File: config.mk
export PLATFORM = sky130hd
export DESIGN_NAME = mmap_timer_flat
export DESIGN_NICKNAME = d
export VERILOG_FILES = /design/src/rtl/base_pkg.sv /design/src/rtl/mmap_region.sv /design/src/rtl/mmap_timer_prescaler.sv /design/src/rtl/mmap_timer.sv /design/src/flat_wrapper.sv
export SDC_FILE = /design/constraint.sdc
export NUM_CORES = 1
export LEC_CHECK = 0
export ABC_AREA = 1
export ABC_CLOCK_PERIOD_IN_PS = 2050
export BUFFER_PORTS_ARGS = -buffer_cell sky130_fd_sc_hd__buf_4
export CAP_MARGIN = 10
export CORE_AREA = 2 2 90 156
export CTS_CLUSTER_DIAMETER = 40
export DETAILED_ROUTE_END_ITERATION = 8
export DIE_AREA = 0 0 92 158
export PLACE_DENSITY = 0.78
export SLEW_MARGIN = 20
export SYNTH_ARGS = -nofsm -noshare
export SYNTH_HDL_FRONTEND = slang
export SYNTH_SLANG_ARGS = --single-unit
File: constraint.sdc
create_clock -name clk -period 2.05 [get_ports clk]
set_input_delay 0 -clock clk [delete_from_list [all_inputs] [get_ports clk]]
set_output_delay 0 -clock clk [all_outputs]
set_load 0.01 [all_outputs]
File: src/rtl/base_pkg.sv
// Shared CPU-side types plus the timer register map and CTRL field layout.
package base;

    typedef logic [31:0] cpu_word;

    typedef enum logic [2:0] {
        REG_CTRL     = 3'd0,
        REG_COUNT    = 3'd1,
        REG_COMPARE  = 3'd2,
        REG_STATUS   = 3'd3,
        REG_PRESCALE = 3'd4,
        REG_ID       = 3'd5,
        REG_CAPTURE  = 3'd6,
        REG_RSVD7    = 3'd7
    } timer_reg_e;

    localparam int TIMER_CTRL_EN   = 0;
    localparam int TIMER_CTRL_AUTO = 1;
    localparam int TIMER_CTRL_IRQ  = 2;

    localparam cpu_word TIMER_CTRL_RSVD_MASK = 32'hFFFF_FFF8;

endpackage

File: src/rtl/mmap_region.sv
// Region bus between the CPU's region decoder (CTRL side) and a memory or peripheral responder (MEM side).
interface mmap_region;
    import base::*;

    logic        request_exec;
    logic        rw_request;
    logic        is_write;
    logic [23:0] address_rw;
    cpu_word     write_word;

    cpu_word     exec_word;
    cpu_word     read_word;
    logic        fault_exec;
    logic        fault_address;
    logic        fault_write;
    logic        fault_einval;
    logic        fault_read;
    logic        word_level_io;

    modport MEM (
        input  request_exec, rw_request, is_write, address_rw, write_word,
        output exec_word, read_word, fault_exec, fault_address, fault_write,
               fault_einval, fault_read, word_level_io
    );

    modport CTRL (
        output request_exec, rw_request, is_write, address_rw, write_word,
        input  exec_word, read_word, fault_exec, fault_address, fault_write,
               fault_einval, fault_read, word_level_io
    );

endinterface

File: src/rtl/mmap_timer_prescaler.sv
// Programmable clock divider: one-cycle tick every (prescale+1) enabled cycles.
module timer_prescaler #(
    parameter int W = 16
) (
    input  logic         clk,
    input  logic         reset,
    input  logic         enable,
    input  logic [W-1:0] prescale,
    input  logic         restart,
    output logic         tick
);

    logic [W-1:0] cnt_reg;

    assign tick = enable && (cnt_reg == prescale);

    always_ff @(posedge clk) begin
        if (reset || !enable || restart || tick) begin
            cnt_reg <= '0;
        end else begin
            cnt_reg <= cnt_reg + W'(1);
        end
    end

endmodule

File: src/rtl/mmap_timer.sv
// Memory-mapped timer/compare peripheral on the MEM side of mmap_region.
// Define MMAP_TIMER_CAPTURE_EN to add the read-only CAPTURE register at index 6.
module mmap_timer
    import base::*;
#(
    parameter int      PRESCALE_W = 16,
    parameter cpu_word ID_VALUE   = 32'h544D_5231
) (
    input  logic      clk,
    input  logic      reset,
    mmap_region.MEM   bus,
    output logic      irq
);

`ifdef MMAP_TIMER_CAPTURE_EN
    localparam bit CAPTURE_EN = 1'b1;
    cpu_word capture_reg;
`else
    localparam bit CAPTURE_EN = 1'b0;
`endif

    timer_reg_e            idx;
    logic                  out_of_range;
    logic                  fault_addr, fault_wr, fault_inval, any_fault;
    logic                  wr_en, tick, hit;
    cpu_word               rd_mux;
    logic [2:0]            ctrl_reg;
    cpu_word               count_reg, compare_reg;
    logic                  match_reg, irq_reg;
    logic [PRESCALE_W-1:0] prescale_reg;
    logic                  unused_addr_bits;

    // Word-only bus: byte-lane bits carry no meaning here.
    assign unused_addr_bits = ^bus.address_rw[1:0];

    assign idx          = timer_reg_e'(bus.address_rw[4:2]);
    assign out_of_range = |bus.address_rw[23:5];

    assign fault_addr  = bus.rw_request && (out_of_range || idx == REG_RSVD7 ||
                         (idx == REG_CAPTURE && !CAPTURE_EN));
    assign fault_wr    = bus.rw_request && bus.is_write && !out_of_range &&
                         (idx == REG_ID || (CAPTURE_EN && idx == REG_CAPTURE));
    assign fault_inval = bus.rw_request && bus.is_write && !out_of_range && idx == REG_CTRL &&
                         |(bus.write_word & TIMER_CTRL_RSVD_MASK);
    assign any_fault   = fault_addr || fault_wr || fault_inval;
    assign wr_en       = bus.rw_request && bus.is_write && !any_fault;

    always_comb begin
        rd_mux = '0;
        case (idx)
            REG_CTRL:     rd_mux = {29'd0, ctrl_reg};
            REG_COUNT:    rd_mux = count_reg;
            REG_COMPARE:  rd_mux = compare_reg;
            REG_STATUS:   rd_mux = {31'd0, match_reg};
            REG_PRESCALE: rd_mux = cpu_word'(prescale_reg);
            REG_ID:       rd_mux = ID_VALUE;
`ifdef MMAP_TIMER_CAPTURE_EN
            REG_CAPTURE:  rd_mux = capture_reg;
`endif
            default:      rd_mux = '0;
        endcase
    end

    assign bus.read_word     = (bus.rw_request && !any_fault) ? rd_mux : '0;
    assign bus.fault_exec    = bus.request_exec;
    assign bus.fault_address = fault_addr;
    assign bus.fault_write   = fault_wr;
    assign bus.fault_einval  = fault_inval;
    assign bus.fault_read    = 1'b0;
    assign bus.word_level_io = 1'b1;
    assign bus.exec_word     = '0;
    assign irq               = irq_reg;

    timer_prescaler #(.W(PRESCALE_W)) u_prescaler (
        .clk      (clk),
        .reset    (reset),
        .enable   (ctrl_reg[TIMER_CTRL_EN]),
        .prescale (prescale_reg),
        .restart  (wr_en && idx == REG_PRESCALE),
        .tick     (tick)
    );

    assign hit = tick && (count_reg == compare_reg);

    always_ff @(posedge clk) begin
        if (reset) begin
            ctrl_reg     <= '0;
            count_reg    <= '0;
            compare_reg  <= '0;
            match_reg    <= 1'b0;
            prescale_reg <= '0;
            irq_reg      <= 1'b0;
        end else begin
            if (wr_en && idx == REG_CTRL)     ctrl_reg     <= bus.write_word[2:0];
            if (wr_en && idx == REG_COMPARE)  compare_reg  <= bus.write_word;
            if (wr_en && idx == REG_PRESCALE) prescale_reg <= bus.write_word[PRESCALE_W-1:0];
            // A software COUNT write overrides the tick update in the same cycle.
            if (wr_en && idx == REG_COUNT) begin
                count_reg <= bus.write_word;
            end else if (tick) begin
                count_reg <= (hit && ctrl_reg[TIMER_CTRL_AUTO]) ? '0 : count_reg + 32'd1;
            end
            // A new match beats a simultaneous write-1-to-clear.
            if (hit) begin
                match_reg <= 1'b1;
            end else if (wr_en && idx == REG_STATUS && bus.write_word[0]) begin
                match_reg <= 1'b0;
            end
            irq_reg <= match_reg && ctrl_reg[TIMER_CTRL_IRQ];
        end
    end

`ifdef MMAP_TIMER_CAPTURE_EN
    always_ff @(posedge clk) begin
        if (reset) begin
            capture_reg <= '0;
        end else if (hit) begin
            capture_reg <= count_reg;
        end
    end
`endif

endmodule

File: src/flat_wrapper.sv
// flat-port wrapper written by rule: the top's interface ports become plain ports
module mmap_timer_flat import base::*;
#(
    parameter int      PRESCALE_W = 16,
    parameter cpu_word ID_VALUE   = 32'h544D_5231
)
  (clk, reset, irq, bus_request_exec, bus_rw_request, bus_is_write, bus_address_rw, bus_write_word, bus_exec_word, bus_read_word, bus_fault_exec, bus_fault_address, bus_fault_write, bus_fault_einval, bus_fault_read, bus_word_level_io);
  mmap_region bus_i ();
  input  logic clk;
  input  logic reset;
  output logic irq;
  input wire logic [$bits(bus_i.request_exec)-1:0] bus_request_exec;
  input wire logic [$bits(bus_i.rw_request)-1:0] bus_rw_request;
  input wire logic [$bits(bus_i.is_write)-1:0] bus_is_write;
  input wire logic [$bits(bus_i.address_rw)-1:0] bus_address_rw;
  input wire logic [$bits(bus_i.write_word)-1:0] bus_write_word;
  output wire logic [$bits(bus_i.exec_word)-1:0] bus_exec_word;
  output wire logic [$bits(bus_i.read_word)-1:0] bus_read_word;
  output wire logic [$bits(bus_i.fault_exec)-1:0] bus_fault_exec;
  output wire logic [$bits(bus_i.fault_address)-1:0] bus_fault_address;
  output wire logic [$bits(bus_i.fault_write)-1:0] bus_fault_write;
  output wire logic [$bits(bus_i.fault_einval)-1:0] bus_fault_einval;
  output wire logic [$bits(bus_i.fault_read)-1:0] bus_fault_read;
  output wire logic [$bits(bus_i.word_level_io)-1:0] bus_word_level_io;
  assign bus_i.request_exec = bus_request_exec;
  assign bus_i.rw_request = bus_rw_request;
  assign bus_i.is_write = bus_is_write;
  assign bus_i.address_rw = bus_address_rw;
  assign bus_i.write_word = bus_write_word;
  assign bus_exec_word = bus_i.exec_word;
  assign bus_read_word = bus_i.read_word;
  assign bus_fault_exec = bus_i.fault_exec;
  assign bus_fault_address = bus_i.fault_address;
  assign bus_fault_write = bus_i.fault_write;
  assign bus_fault_einval = bus_i.fault_einval;
  assign bus_fault_read = bus_i.fault_read;
  assign bus_word_level_io = bus_i.word_level_io;
  mmap_timer #(.PRESCALE_W(PRESCALE_W), .ID_VALUE(ID_VALUE)) u_core (.clk(clk), .reset(reset), .bus(bus_i), .irq(irq));
endmodule
==> flow_metrics.tcl <==
set metrics [dict create \
    status "completed" \
    drt_iter0_markers 720 \
    period_needed_ns 1.936 \
    cts_buffers 9 \
    min_path_type "primary input to output port" \
    path_cells "ha_1, nand3_1, nor3_2, nand2_1, nor3_2, nand4_1, or2_0, a21oi_1" \
    clockPowerShare_pct 40.6 \
    required_ns 2.34 \
    ys_seq_elements 101 \
    whs_path_depth 0 \
    setup_viol 0 \
    antenna_found_initial 0 \
    cp_common_cell "nor3_2" \
    n_antenna_cell 0 \
    r2r-start "u_core.u_prescaler.cnt_reg[0]$_SDFF_PP0_" \
    place.gp.congestion 1.002 \
    pwr-share-seq_pct 46.7 \
    ant_nets 0 \
    rsz0062_at_grt "no" \
    syn2layout_area_growth_pct 21.56 \
    vias 7765 \
    critPathCaptureType "register" \
    hold_viol 0 \
    combPwrFrac_pct 12.7 \
    cp_max_fo 5 \
    setup_slack_ns 0.1142 \
    die_h_um 158 \
    cp.arrival_ns 2.22 \
    synth.distinct_cells 39 \
    ios 132 \
    port_buffers 93 \
    cts_max_level 3 \
    grt.overflow.total 0 \
    layout_commonest_cell "nand2_1" \
    reg2reg_depth 8 \
    drive_gt1_share_pct 16.24 \
    ys_seq_area_share_pct 28.28 \
    grt_pass1_vias 7397 \
    drc 0 \
    dieArea_mm2 0.01454 \
    cts_tree "yes" \
    place_area_mm2 0.008025 \
    whs_ns 0.00009054 \
    clock.fmax_ghz 0.5166 \
    firstDrtPassIters 5 \
    synth_warnings 0 \
    synthCells 1139 \
    r2r-end "u_core.u_prescaler.cnt_reg[14]$_SDFF_PP0_" \
    core_mm2 0.01331 \
    clkLatencyLatePin_ns 0.36 \
    path_clk_slew_ns 0.08 \
    root_buffer "clkbuf_16" \
    period_share_pct 94.43 \
    final_cell_mix "240 x nand2_1, 144 x inv_1, 135 x buf_4" \
    fin_util_pct 65.29 \
    slew_viol_final 0 \
    p_int_w 0.003083 \
    clock-sinks 101 \
    finClkSkew_ns 0.009525 \
    hp-start "bus_request_exec" \
    min_to "bus_fault_exec" \
    nNetsFinal 1314 \
    wl_per_cell_um 16.40 \
    stdcell_area_mm2 0.008692 \
    leakagePower_nw 3.801 \
    syn_area_mm2 0.007151 \
    cp-start-kind "register" \
    std_cell_rows 56 \
    p_per_area_mw_per_mm2 492.3 \
    cp_slowest_cell "dfxtp_1" \
    grt_max_degree 65 \
    rrSetupSlack_ns 0.11 \
    initial_core_util_pct 53.71 \
    crit_type "register to register" \
    ir_drop_mv 0.4163 \
    fin_setup_tns_ns 0 \
    dpl.hpwl_mm 16.88 \
    vias_per_cell 5.430 \
    syn_avg_cell_area_um2 6.278 \
    cap_violations 0 \
    track_usage_pct 32.09 \
    grt_pass1_wl_mm 36.56 \
    dieWidth_um 92 \
    cts.path.max_buffers 2 \
    slowest_delay_ns 0.40 \
    drt_wl_total_mm 23.45 \
    preCtsSetupSlack_ns 0.09946 \
    p_switching_w 0.001196 \
    swShare_pct 27.95 \
]
==> worst max-delay path by stage <==
| stage | end | depth (start not counted) | start |
|---|---|---|---|
| floorplan | u_core.count_reg[22]$_SDFFE_PP0P_ | 11 | u_core.count_reg[1]$_SDFFE_PP0P_ |
| global placement | u_core.u_prescaler.cnt_reg[14]$_SDFF_PP0_ | 8 | u_core.u_prescaler.cnt_reg[0]$_SDFF_PP0_ |
| detailed placement | u_core.u_prescaler.cnt_reg[14]$_SDFF_PP0_ | 8 | u_core.u_prescaler.cnt_reg[0]$_SDFF_PP0_ |
| CTS | u_core.u_prescaler.cnt_reg[14]$_SDFF_PP0_ | 8 | u_core.u_prescaler.cnt_reg[0]$_SDFF_PP0_ |
| global route | u_core.count_reg[31]$_SDFFE_PP0P_ | 11 | u_core.count_reg[24]$_SDFFE_PP0P_ |
| finish | u_core.u_prescaler.cnt_reg[14]$_SDFF_PP0_ | 8 | u_core.u_prescaler.cnt_reg[0]$_SDFF_PP0_ |
==> critical path: cells and delay by family (launching register included) <==
family	cells	cell delay, ns
adder cells (fa/ha/maj)	1	0.21
AND/OR/NAND/NOR	6	1.12
flip-flops	1	0.40
AO/OA/AOI/OAI	1	0.14
==> synth_stat cells, drive strengths merged <==
master	instances	area, um2
nor3b	1	7.510
nand3	113	585.6
a41oi	1	8.760
nor4	2	18.77
a21oi	78	390.4
nand3b	3	22.52
conb	2	7.510
xor2	26	227.7
nor2	106	439.2
xnor2	30	262.8
nand2	242	913.4
or2	1	6.260
dfxtp	101	2022
nor3	24	135.1
a31oi	12	75.07
nand4	57	386.6
clkbuf	28	110.1
clkinv	1	3.750
inv	159	599.3
o21ai	60	300.3
ha	2	25.02
buf	77	494.2
and2	2	12.51
a221oi	11	96.34
==> per-layer routing <==
| metal | vias up | part of all wire [%] | GRT usage (%) |
|---|---|---|---|
| li1 | 3842 | - | - |
| met1 | 3487 | 35 | 32.84 |
| met2 | 330 | 52 | 59.17 |
| met3 | 106 | 5.3 | 3.998 |
| met4 | 0 | 7.2 | 23.53 |
| met5 | - | 0 | 0 |
==> kinds of logic (layout without fill, tap and decap cells) <==
logic type,after synthesis,after routing,share of synthesized area (%)
AND/OR/NAND/NOR,551,551,35.35
adder cells (fa/ha/maj),2,2,0.3499
buffers and inverters,265,350,16.89
AO/OA/AOI/OAI,162,162,12.18
XOR/XNOR,56,56,6.859
flip-flops,101,101,28.28
other,2,34,0.1050
==> final cells by class <==
| class | count | area, um2 |
|---|---|---|
| fillers | 1262 | 4621 |
| clock buffers | 10 | 239.0 |
| repair buffers | 174 | 1464 |
| clock inverters | 6 | 53.80 |
| well taps | 174 | 217.7 |
| multi-input cells | 805 | 4085 |
| flip-flops and latches | 101 | 2027 |
| inverters | 160 | 605.6 |
==> stage by stage <==
| stage | instances | power [W] |
|---|---|---|
| floorplan | 1171 | 0.002351 |
| global placement | 1381 | 0.002519 |
| detailed placement | 1381 | 0.002525 |
| CTS | 1430 | 0.004292 |
| global route | 1430 | 0.004421 |
| finish | 1430 | 0.004279 |
==> timing repair <==
item / in CTS / in global routing
setup endpoints to repair: 0 / 28
endpoints found under the hold margin: 59 / 0
hold buffers: 33 / 0
setup buffers: 0 / 0
gates resized for setup: 0 / 12
==> power by group through the flow <==
stage	sequential (W)	clock (W)	combinational [W]
3_5_place_dp	0.00205	0	0.000480
6_report	0.00200	0.00174	0.000544
5_1_grt	0.00200	0.00183	0.000588
2_1_floorplan	0.00204	0	0.000313
3_3_place_gp	0.00204	0	0.000475
4_1_cts	0.00200	0.00176	0.000534
Power figures use the tool's default switching activity.
